--- config.mk ---
export PLATFORM = sky130hd
export DESIGN_NAME = alu_operand_sequencer
export DESIGN_NICKNAME = d
export VERILOG_FILES = /design/src/rtl/alu_lab_pkg.sv /design/src/rtl/btn_step_sync.sv /design/src/rtl/alu_operand_sequencer.sv
export SDC_FILE = /design/constraint.sdc
export NUM_CORES = 1
export LEC_CHECK = 0
export BUFFER_PORTS_ARGS = -buffer_cell sky130_fd_sc_hd__buf_4
export CORE_MARGIN = 2
export CORE_UTILIZATION = 30
export CTS_CLUSTER_DIAMETER = 120
export CTS_CLUSTER_SIZE = 16
export DETAILED_ROUTE_END_ITERATION = 12
export SETUP_SLACK_MARGIN = 0.5
export SYNTH_ARGS = -nofsm -noshare
export SYNTH_HDL_FRONTEND = slang
export SYNTH_HIERARCHICAL = 1
export SYNTH_SLANG_ARGS = --single-unit
--- constraint.sdc ---
create_clock -name clk -period 1.78 [get_ports clk]
set_clock_uncertainty 0.2 [all_clocks]
set_input_delay 0.356 -clock clk [delete_from_list [all_inputs] [get_ports clk]]
set_output_delay 0.356 -clock clk [all_outputs]
set_load 0.01 [all_outputs]
--- src/rtl/alu_lab_pkg.sv ---
// alu_lab_pkg: sequencer state encodings and ALU opcode constants shared with the ALU mux
package alu_lab_pkg;
  localparam logic [2:0] ST_GET_A  = 3'd0;
  localparam logic [2:0] ST_GET_B  = 3'd1;
  localparam logic [2:0] ST_GET_OP = 3'd2;
  localparam logic [2:0] ST_EXEC   = 3'd3;
  localparam logic [2:0] ST_SHOW   = 3'd4;
  localparam logic [2:0] OP_ADD = 3'd0;
  localparam logic [2:0] OP_SUB = 3'd1;
  localparam logic [2:0] OP_AND = 3'd2;
  localparam logic [2:0] OP_OR  = 3'd3;
  localparam logic [2:0] OP_NOT = 3'd4;
endpackage

--- src/rtl/btn_step_sync.sv ---
// btn_step_sync: two-flop synchronizer for the step button plus a one-cycle rising-edge pulse
module btn_step_sync (
  input  logic clk,
  input  logic rst_n,
  input  logic btn,
  output logic step
);
  logic sync1, sync2, prev;
  always_ff @(posedge clk or negedge rst_n)
    if (!rst_n) {sync1, sync2, prev} <= '0;
    else {sync1, sync2, prev} <= {btn, sync1, sync2};
  assign step = sync2 & ~prev;
endmodule

--- src/rtl/alu_operand_sequencer.sv ---
// alu_operand_sequencer: steps operand A, operand B and opcode/Cin in from switches, then captures the ALU result
module alu_operand_sequencer
  import alu_lab_pkg::*;
#(
  parameter int N = 4
) (
  input  logic         clk,
  input  logic         rst_n,
  input  logic [N-1:0] sw,
  input  logic         btn,
  input  logic         clr,
  output logic [N-1:0] A,
  output logic [N-1:0] B,
  output logic         Cin,
  output logic [2:0]   op,
  input  logic [N-1:0] Y_in,
  input  logic         Cout_in,
  output logic [N-1:0] result,
  output logic         carry,
  output logic         zero,
  output logic         valid,
  output logic [2:0]   state_dbg
);
  logic [2:0] state, st_nxt;
  logic step;
  btn_step_sync u_sync (.clk(clk), .rst_n(rst_n), .btn(btn), .step(step));
  always_comb
    st_nxt = clr                           ? ST_GET_A  :
             state == ST_EXEC              ? ST_SHOW   :
             state >  ST_SHOW              ? ST_GET_A  :
             !step                         ? state     :
             state == ST_GET_A             ? ST_GET_B  :
             state == ST_GET_B             ? ST_GET_OP :
             state == ST_GET_OP            ? ST_EXEC   : ST_GET_A;
  always_ff @(posedge clk or negedge rst_n)
    if (!rst_n) begin
      state  <= ST_GET_A;
      A      <= '0;
      B      <= '0;
      Cin    <= 1'b0;
      op     <= '0;
      result <= '0;
      carry  <= 1'b0;
      zero   <= 1'b0;
      valid  <= 1'b0;
    end else begin
      state <= st_nxt;
      if (!clr && step && state == ST_GET_A) A <= sw;
      if (!clr && step && state == ST_GET_B) B <= sw;
      if (!clr && step && state == ST_GET_OP) begin
        op  <= sw[2:0];
        Cin <= sw[N-1];
      end
      if (!clr && state == ST_EXEC) begin
        result <= Y_in;
        carry  <= Cout_in;
        zero   <= (Y_in == '0);
      end
      if (clr || (step && state == ST_GET_A)) valid <= 1'b0;
      else if (state == ST_EXEC) valid <= 1'b1;
    end
  assign state_dbg = state;
endmodule

==> results.sh, run 1 <==
export IMPL_timing_hold_violations_final=0
export IMPL_synthDistinctLibCells=23
export IMPL_critPathKind="flop to flop"
export IMPL_final_common_cell="buf_4"
export IMPL_setup_slack_ns=0.170
export IMPL_insertion_delay_ns=0.31
export IMPL_dr_total_vias=771
export IMPL_clkSinkCount=25
export IMPL_path_clk_slew_ns=0.14
export IMPL_die_width_um=62.8
export IMPL_dp_hpwl_mm=1.53
export IMPL_fmax_mhz=621
export IMPL_p_leak_nw=0.826
export IMPL_io_pin_count=35
export IMPL_hold_slack_ns=0.0604
export IMPL_vdd_ir_drop_max_mv=0.492
export IMPL_clockBufferDepth=2
export IMPL_drtPass1Iterations=4
export IMPL_path_max_fanout=4
export IMPL_relSlewSlack_pct=79.0
export IMPL_syn_to_final_growth_pct=63.4
export IMPL_powerDensity_mw_per_mm2=787
export IMPL_synth_warnings=6
export IMPL_ys_seq_area_share_pct=60.2
export IMPL_grt_total_usage_pct=12.5
export IMPL_grt_max_degree=26
export IMPL_period_needed_ns=1.61
export IMPL_grt_pass1_vias=882
export IMPL_layout_nets=142
export IMPL_rows=21
export IMPL_core_area_mm2=0.00334
export IMPL_cp_start_kind="flop"
export IMPL_hp_class="input port to flop"
export IMPL_worstMarginPinSlew_ns=0.316
export IMPL_ys_seq_elements=25
export IMPL_routedWlPerCell_um=13.9
export IMPL_instances_no_fill=174
export IMPL_synth_largest_area_cell="dfrtp_1"
export IMPL_critical_path_slowest_cell="dfrtp_1"
export IMPL_synth_fp_nets=83
export IMPL_dieArea_mm2=0.00395
export IMPL_synth_compound_area_share_pct=2.41
export IMPL_layout_common_cells="buf_4, buf_6, dfrtp_1, mux2_4, mux2_2"
export IMPL_synthCells=70
export IMPL_synth_area_per_cell_um2=14.8
export IMPL_setup_viol=0
export IMPL_floorplan_initialDensity_pct=31.1
export IMPL_cts_max_level=1
export IMPL_yosys_area_share_simple_pct=13.1
export IMPL_worstPathCellList="nor2b_4, nor3b_4, nand3_4, mux2_4"
export IMPL_numCtsBuffers=3
export IMPL_synth_top_family_by_area="multiplexers"
export IMPL_fin_crit_sh_pct=90.5
export IMPL_cap_violations=0
export IMPL_antenna_found_initial=0
export IMPL_drive_above_1_share_pct=69.5
export IMPL_remaining_drc_errors=0
export IMPL_drv_slew=0
export IMPL_root_buffer="clkbuf_4"
export IMPL_outcome="finished, final reports clean"
export IMPL_synthMuxAreaShare_pct=21.7
export IMPL_synth_top_area_share_pct=60.2
export IMPL_dp_cells=149
export IMPL_synth_fa_ha_area_share_pct=0
export IMPL_end_kind="flop"
export IMPL_synth_area_top_cells="dfrtp_1, mux2_2, mux2_4"
export IMPL_antennaDiodeCount=0
export IMPL_max_stage_delay_ns=0.42
export IMPL_io_buffers=34
export IMPL_globalplace_congestion=0.804
export IMPL_postRouteWirelength_mm=2.43
export IMPL_cp_required_ns=1.80
export IMPL_drtIter0Drc=8
export IMPL_grt_setup_unrepaired="yes"
export IMPL_syn_area_mm2=0.00104
export IMPL_cts_tree="yes"
export IMPL_worst_ep_arrival_time_ns=1.63
export IMPL_viasPerCell=4.43
export IMPL_grt_pass1_wl_mm=3.84
export IMPL_pre_cts_slack_ns=0.106
export IMPL_synth_xor_area_share_pct=0
export IMPL_die_y_um=62.8
export IMPL_postRouteAntennaNets=0
export IMPL_overflow=0
export IMPL_fin_setup_tns_ns=0
-- worst max-delay path: cells and delay by family (launching register included) --
kind	cells	cell delay, ns
flops	1	0.42
mux	1	0.32
simple gates	3	0.57
-- cells in the mapped netlist --
| cell | instances |
|---|---|
| nor2b_4 | 1 |
| or3b_2 | 1 |
| nor4_1 | 1 |
| dfrtp_1 | 25 |
| nand3_1 | 1 |
| mux2_4 | 6 |
| buf_6 | 1 |
| nor2_1 | 1 |
| nor3b_4 | 1 |
| and3_1 | 1 |
| nand3_2 | 1 |
| nor4b_1 | 1 |
| and2b_1 | 1 |
| nor2_2 | 1 |
| nor3b_1 | 1 |
| nand2_2 | 1 |
| inv_1 | 2 |
| buf_4 | 1 |
| mux2_2 | 8 |
| mux2_1 | 4 |
| a21oi_1 | 5 |
| nor3_1 | 3 |
| nor2b_1 | 2 |
-- path summary, 6_finish.rpt --
kind | start | to | cells after the start | slack (ns)
max | u_sync/prev | A[1] | 4 | 0.17
min | clr | valid | 2 | 0.06
max reg2reg | u_sync/prev | A[1] | 4 | 0.17
min reg2reg | u_sync/sync1 | u_sync/sync2 | 0 | 0.17
max in group asynchronous | rst_n | state_dbg[1] | 2 | 0.87
min in group asynchronous | rst_n | u_sync/sync2 | 2 | 0.26
-- state kept, by name (all words and copies together) (netlist names) --
name          cells
u_sync/sync1      1
zero              1
result            4
A                 4
u_sync/prev       1
state_dbg         3
Cin               1
carry             1
op                3
B                 4
u_sync/sync2      1
valid             1
-- report_power, final --
| part | leakage (nW) | switching (W) | internal (W) |
|---|---|---|---|
| sequential | 0.322 | 0.0000546 | 0.000640 |
| combinational | 0.490 | 0.000127 | 0.000255 |
| clock | 0.0139 | 0.000173 | 0.0000856 |
-- per-stage QoR --
step	cell area [µm²]	util (%)	power, W
floorplan	1050	-	0.000803
global placement	1350	40.5	0.000962
detailed placement	1350	40.5	0.000968
CTS	1610	48.2	0.00131
global route	1700	50.8	0.00141
finish	1700	50.8	0.00133
-- logic make-up after synthesis --
family,Yosys count
flops,25
mux,18
compound gates,5
simple gates,18
buf+inv,4
-- what timing repair did --
item	in CTS	in global routing
pin swaps	5	4
setup endpoints to repair	42	44
buffers inserted	12	7
gates resized for setup	28	9
hold buffers	2	0
endpoints found under the hold margin	26	0
-- layout make-up --
cell class / instances / area (µm²)
Clock buffer: 3 / 22.5
Clock inverter: 1 / 7.51
Fill cell: 305 / 1640
Inverter: 2 / 7.51
Multi-Input combinational cell: 41 / 450
Sequential cell: 25 / 628
Tap cell: 46 / 57.6
Timing Repair Buffer: 56 / 523
-- per-layer routing --
layer | wire (µm) | vias up | global-route usage [%] | share of wire [%]
met3 | 112 | 4 | 3.06 | 4.6
met2 | 1290 | 23 | 21.9 | 53
li1 | - | 363 | - | -
met4 | 33 | 0 | 6.11 | 1.4
met5 | 0 | - | 0 | 0
met1 | 985 | 381 | 14.1 | 41
(Power assumes the default switching activity.)
==> inputs of run 2 (changes only) <==
--- a/config.mk
+++ b/config.mk
@@ -11,6 +11,7 @@
 export CTS_CLUSTER_DIAMETER = 120
 export CTS_CLUSTER_SIZE = 16
 export DETAILED_ROUTE_END_ITERATION = 12
+export PLACE_DENSITY = 0.64
 export SETUP_SLACK_MARGIN = 0.5
 export SYNTH_ARGS = -nofsm -noshare
 export SYNTH_HDL_FRONTEND = slang
==> results.sh, run 2 (same netlist as run 1, synthesis figures left out) <==
export IMPL_cp_start_kind="flop"
export IMPL_p_leak_nw=0.829
export IMPL_critPathKind="flop to flop"
export IMPL_fin_crit_sh_pct=88.0
export IMPL_period_needed_ns=1.57
export IMPL_end_kind="flop"
export IMPL_postRouteWirelength_mm=2.34
export IMPL_hold_depth=2
export IMPL_relSlewSlack_pct=78.9
export IMPL_fin_setup_tns_ns=0
export IMPL_p_int_w=0.000993
export IMPL_path_clk_slew_ns=0.13
export IMPL_die_y_um=62.8
export IMPL_routedWlPerCell_um=13.4
export IMPL_insertion_delay_ns=0.31
export IMPL_io_pin_count=35
export IMPL_placed_area_mm2=0.00135
export IMPL_grt_pass1_vias=824
export IMPL_largestRegisters="A (4), B (4), result (4)"
export IMPL_setup_viol=0
export IMPL_io_buffers=34
export IMPL_numCtsBuffers=3
export IMPL_dp_hpwl_mm=1.47
export IMPL_antennaDiodeCount=0
export IMPL_clockBufferDepth=2
export IMPL_final_common_cell="buf_4"
export IMPL_vdd_ir_drop_max_mv=0.557
export IMPL_p_seq_share_pct=51.7
export IMPL_die_width_um=62.8
export IMPL_grt_pass1_wl_mm=3.84
export IMPL_cts_max_level=1
export IMPL_viasPerCell=4.40
export IMPL_postRouteAntennaNets=0
export IMPL_rows=21
export IMPL_layout_nets=142
export IMPL_grt_setup_unrepaired="yes"
export IMPL_syn_to_final_growth_pct=63.3
export IMPL_dr_total_vias=765
export IMPL_core_area_mm2=0.00334
export IMPL_comb_power_share_pct=29.7
export IMPL_sw_frac_of_total_pct=25.7
export IMPL_remaining_drc_errors=0
export IMPL_drv_slew=0
export IMPL_worstMarginPinSlew_ns=0.317
export IMPL_cap_violations=0
export IMPL_grt_total_usage_pct=12.4
export IMPL_floorplan_initialDensity_pct=31.1
export IMPL_drtIter0Drc=6
export IMPL_p_sw_w=0.000343
export IMPL_layout_common_cells="buf_4, buf_6, dfrtp_1, mux2_4, mux2_2"
export IMPL_drtPass1Iterations=2
export IMPL_antenna_found_initial=0
export IMPL_overflow=0
export IMPL_r2r_cells=4
export IMPL_hp_class="input port to flop"
export IMPL_root_buffer="clkbuf_4"
export IMPL_outcome="finished, final reports clean"
export IMPL_timing_hold_violations_final=0
export IMPL_grt_max_degree=26
export IMPL_globalplace_congestion=0.824
export IMPL_worst_ep_arrival_time_ns=1.57
export IMPL_final_area_mm2=0.00170
export IMPL_drive_above_1_share_pct=71.1
export IMPL_path_max_fanout=4
export IMPL_clkSinkCount=25
export IMPL_powerDensity_mw_per_mm2=788
export IMPL_cts_tree="yes"
export IMPL_dieArea_mm2=0.00395
export IMPL_p_clk_share_pct=18.6
export IMPL_cp_required_ns=1.79
export IMPL_nFillCells=309
export IMPL_fmax_mhz=638
==> run 2: cell types whose count changed in the layout (fill, tap and decap cells not counted), sizes merged <==
| cell | change |
|---|---|
| clkinvlp | -1 |
| clkbuf | +1 |
==> run 2: cell type report <==
| type | count | area (µm²) | area share, % |
|---|---|---|---|
| flip-flops and latches | 25 | 628 | 37.0 |
| repair buffers | 56 | 515 | 30.4 |
| multi-input cells | 41 | 460 | 27.2 |
| well taps | 46 | 57.6 | 3.39 |
| clock buffers | 4 | 26.3 | 1.55 |
| inverters | 2 | 7.51 | 0.443 |
==> run 2: stage by stage <==
stage	std cells	hold WS (ns)	worst slack (ns)	utilization, %	power, W
floorplan	70	-0.140	0.258	-	0.000803
global placement	149	0.0743	0.139	40.5	0.000960
detailed placement	149	0.0762	0.132	40.5	0.000965
CTS	170	0.0534	0.213	48.3	0.00131
global route	174	0.0450	0.170	50.8	0.00141
finish	174	0.0713	0.213	50.8	0.00134
==> run 2: power by group through the flow <==
stage / Clock, W / Combinational, W / Sequential [W]
after floorplan: 0 / 0.0000841 / 0.000719
after global placement: 0 / 0.000271 / 0.000688
after detailed placement: 0 / 0.000274 / 0.000691
after CTS: 0.000264 / 0.000355 / 0.000689
after global routing: 0.000289 / 0.000425 / 0.000700
final: 0.000248 / 0.000397 / 0.000691
==> run 2: path summary, 6_finish.rpt <==
path,from,end,slack [ns]
setup / recovery,u_sync/prev,A[3],0.21
hold / removal,clr,state_dbg[2],0.07
setup reg to reg,u_sync/prev,A[3],0.21
hold reg to reg,u_sync/sync1,u_sync/sync2,0.16
max in group asynchronous,rst_n,state_dbg[1],0.86
min in group asynchronous,rst_n,op[0],0.26
==> run 2: layer usage <==
layer / GRT usage [%] / up-vias / wire (µm)
li1: - / 359 / -
met4: 5.83 / 0 / 31
met2: 22.0 / 24 / 1220
met3: 2.52 / 4 / 121
met5: 0 / - / 0
met1: 14.3 / 378 / 969
==> run 2: worst max-delay path, stage by stage, from the launching register on <==
cell,delay (ns)
dfrtp_1,0.42
nor2b_4,0.11
nor3b_4,0.25
nand3_4,0.16
mux2_4,0.32
==> run 2: what timing repair did <==
item	in CTS	in global routing
resized for setup	26	13
hold buffers	2	0
pin swaps	3	2
setup buffers	15	4
endpoints found under the hold margin	26	0
setup endpoints to repair	41	44
==> inputs of run 3 (changes only) <==
--- a/config.mk
+++ b/config.mk
@@ -6,12 +6,15 @@
 export NUM_CORES = 1
 export LEC_CHECK = 0
 export BUFFER_PORTS_ARGS = -buffer_cell sky130_fd_sc_hd__buf_4
+export CELL_PAD_IN_SITES_DETAIL_PLACEMENT = 2
+export CELL_PAD_IN_SITES_GLOBAL_PLACEMENT = 2
 export CORE_MARGIN = 2
 export CORE_UTILIZATION = 30
+export CTS_BUF_LIST = sky130_fd_sc_hd__clkbuf_4 sky130_fd_sc_hd__clkbuf_8 sky130_fd_sc_hd__clkbuf_16
 export CTS_CLUSTER_DIAMETER = 120
 export CTS_CLUSTER_SIZE = 16
 export DETAILED_ROUTE_END_ITERATION = 12
-export PLACE_DENSITY = 0.64
+export PLACE_DENSITY = 0.85
 export SETUP_SLACK_MARGIN = 0.5
 export SYNTH_ARGS = -nofsm -noshare
 export SYNTH_HDL_FRONTEND = slang
==> results.sh, run 3 (same netlist as run 1, synthesis figures left out) <==
export IMPL_outcome="finished, final reports clean"
export IMPL_grt_total_usage_pct=17.6
export IMPL_multiInputGateArea_um2=463
export IMPL_root_buffer="clkbuf_4"
export IMPL_grt_pass1_vias=944
export IMPL_layout_common_cells="buf_4, dfrtp_1, buf_6, mux2_4"
export IMPL_dp_cells=149
export IMPL_die_y_um=62.8
export IMPL_dr_total_vias=838
export IMPL_worst_ep_arrival_time_ns=1.66
export IMPL_path_clk_slew_ns=0.14
export IMPL_drv_slew=0
export IMPL_cap_violations=0
export IMPL_worstSetupStartpoint="u_sync/prev"
export IMPL_relSlewSlack_pct=75.8
export IMPL_critical_path_slowest_cell="dfrtp_1"
export IMPL_max_stage_delay_ns=0.43
export IMPL_drtPass1Iterations=4
export IMPL_r2r_cells=4
export IMPL_timing_rr_start="u_sync/prev"
export IMPL_io_buffers=34
export IMPL_routedWlPerCell_um=19.7
export IMPL_rrSetupSlack_ns=0.14
export IMPL_grt_max_degree=26
export IMPL_cts_tree="yes"
export IMPL_overflow=0
export IMPL_final_area_mm2=0.00174
export IMPL_layout_nets=147
export IMPL_syn_to_final_growth_pct=67.1
export IMPL_vdd_ir_drop_max_mv=0.345
export IMPL_rows=21
export IMPL_globalplace_congestion=0.708
export IMPL_remaining_drc_errors=0
export IMPL_timing_hold_violations_final=0
export IMPL_period_needed_ns=1.64
export IMPL_io_pin_count=35
export IMPL_worstPathCellList="nor2b_4, nor3b_4, nand3_4, mux2_1"
export IMPL_cp_start_kind="flop"
export IMPL_fin_setup_tns_ns=0
export IMPL_r2r_end="A[0]"
export IMPL_viasPerCell=4.68
export IMPL_seqCellArea_um2=628
export IMPL_die_width_um=62.8
export IMPL_grt_setup_unrepaired="yes"
export IMPL_powerDensity_mw_per_mm2=793
export IMPL_floorplan_initialDensity_pct=31.1
export IMPL_clkSinkCount=25
export IMPL_core_area_mm2=0.00334
export IMPL_fin_crit_sh_pct=92.2
export IMPL_cts_max_level=1
export IMPL_cp_required_ns=1.80
export IMPL_whs_endpoint="A[2]"
export IMPL_instances_no_fill=179
export IMPL_antenna_found_initial=0
export IMPL_nFillCells=323
export IMPL_min_from="sw[2]"
export IMPL_postRouteAntennaNets=0
export IMPL_path_delay_family="simple AND/OR/NAND/NOR gates"
export IMPL_final_common_cell="buf_4"
export IMPL_path_max_fanout=4
export IMPL_dieArea_mm2=0.00395
export IMPL_critPathKind="flop to flop"
export IMPL_p_leak_nw=0.855
export IMPL_drive_above_1_share_pct=70.7
export IMPL_largestRegisters="A (4), B (4), result (4)"
export IMPL_fmax_mhz=610
export IMPL_clockBufferDepth=2
export IMPL_worstMarginPinSlew_ns=0.360
export IMPL_insertion_delay_ns=0.33
export IMPL_hold_depth=2
export IMPL_drtIter0Drc=10
export IMPL_hp_class="input port to flop"
export IMPL_crit_buf_inv=0
export IMPL_setup_viol=0
export IMPL_end_kind="flop"
export IMPL_postRouteWirelength_mm=3.52
export IMPL_numCtsBuffers=3
export IMPL_grt_pass1_wl_mm=5.17
export IMPL_placed_area_mm2=0.00135
export IMPL_dp_hpwl_mm=1.94
export IMPL_antennaDiodeCount=0
run 3: cell count changes in the layout (fill, tap and decap cells not counted), moves of 2 or more:
| cell | change |
|---|---|
| buf_4 | +6 |
| mux2_1 | +4 |
| mux2_2 | -3 |
| nor3_1 | -2 |
| nor3_2 | +2 |
run 3: repair_timing:
action / 4_1_cts / 5_1_grt
hold buffers: 2 / 0
hold endpoints to repair: 26 / 0
resized for setup: 31 / 7
pin swaps: 4 / 2
setup endpoints to repair: 44 / 44
setup buffers: 15 / 9
run 3: final cells by class:
class                           count  share of cell area, %
Tap cell                           46                   3.32
Sequential cell                    25                   36.2
Multi-Input combinational cell     41                   26.7
Inverter                            2                  0.433
Timing Repair Buffer               61                   31.7
Clock buffer                        4                   1.73
run 3: through the flow:
stage | power (W) | hold slack, ns | util, % | worst slack [ns]
after global placement | 0.000964 | 0.0764 | 40.5 | 0.123
after floorplan | 0.000803 | -0.140 | - | 0.258
after global routing | 0.00145 | 0.0537 | 52.0 | 0.0891
after detailed placement | 0.000980 | 0.0769 | 40.5 | 0.0824
final | 0.00138 | 0.0609 | 52.0 | 0.139
after CTS | 0.00134 | 0.0521 | 49.1 | 0.162
run 3: how the worst max path moves through the flow:
stage	to	cells past startpoint
2_1_floorplan	A[0]	4
3_3_place_gp	A[1]	4
3_5_place_dp	A[3]	4
4_1_cts	A[3]	4
5_1_grt	A[0]	4
6_report	A[0]	4
run 3: per-layer routing:
metal / vias to the layer above / GRT usage [%] / routed length [µm]
met3: 5 / 2.34 / 114
li1: 371 / - / -
met5: - / 0 / 0
met2: 27 / 30.6 / 1930
met1: 435 / 21.4 / 1430
met4: 0 / 8.33 / 53
run 3: report_power, final:
group	switching, W	internal [W]
logic	0.000143	0.000257
registers	0.0000586	0.000640
clock network	0.000176	0.000103
total	0.000377	0.00100
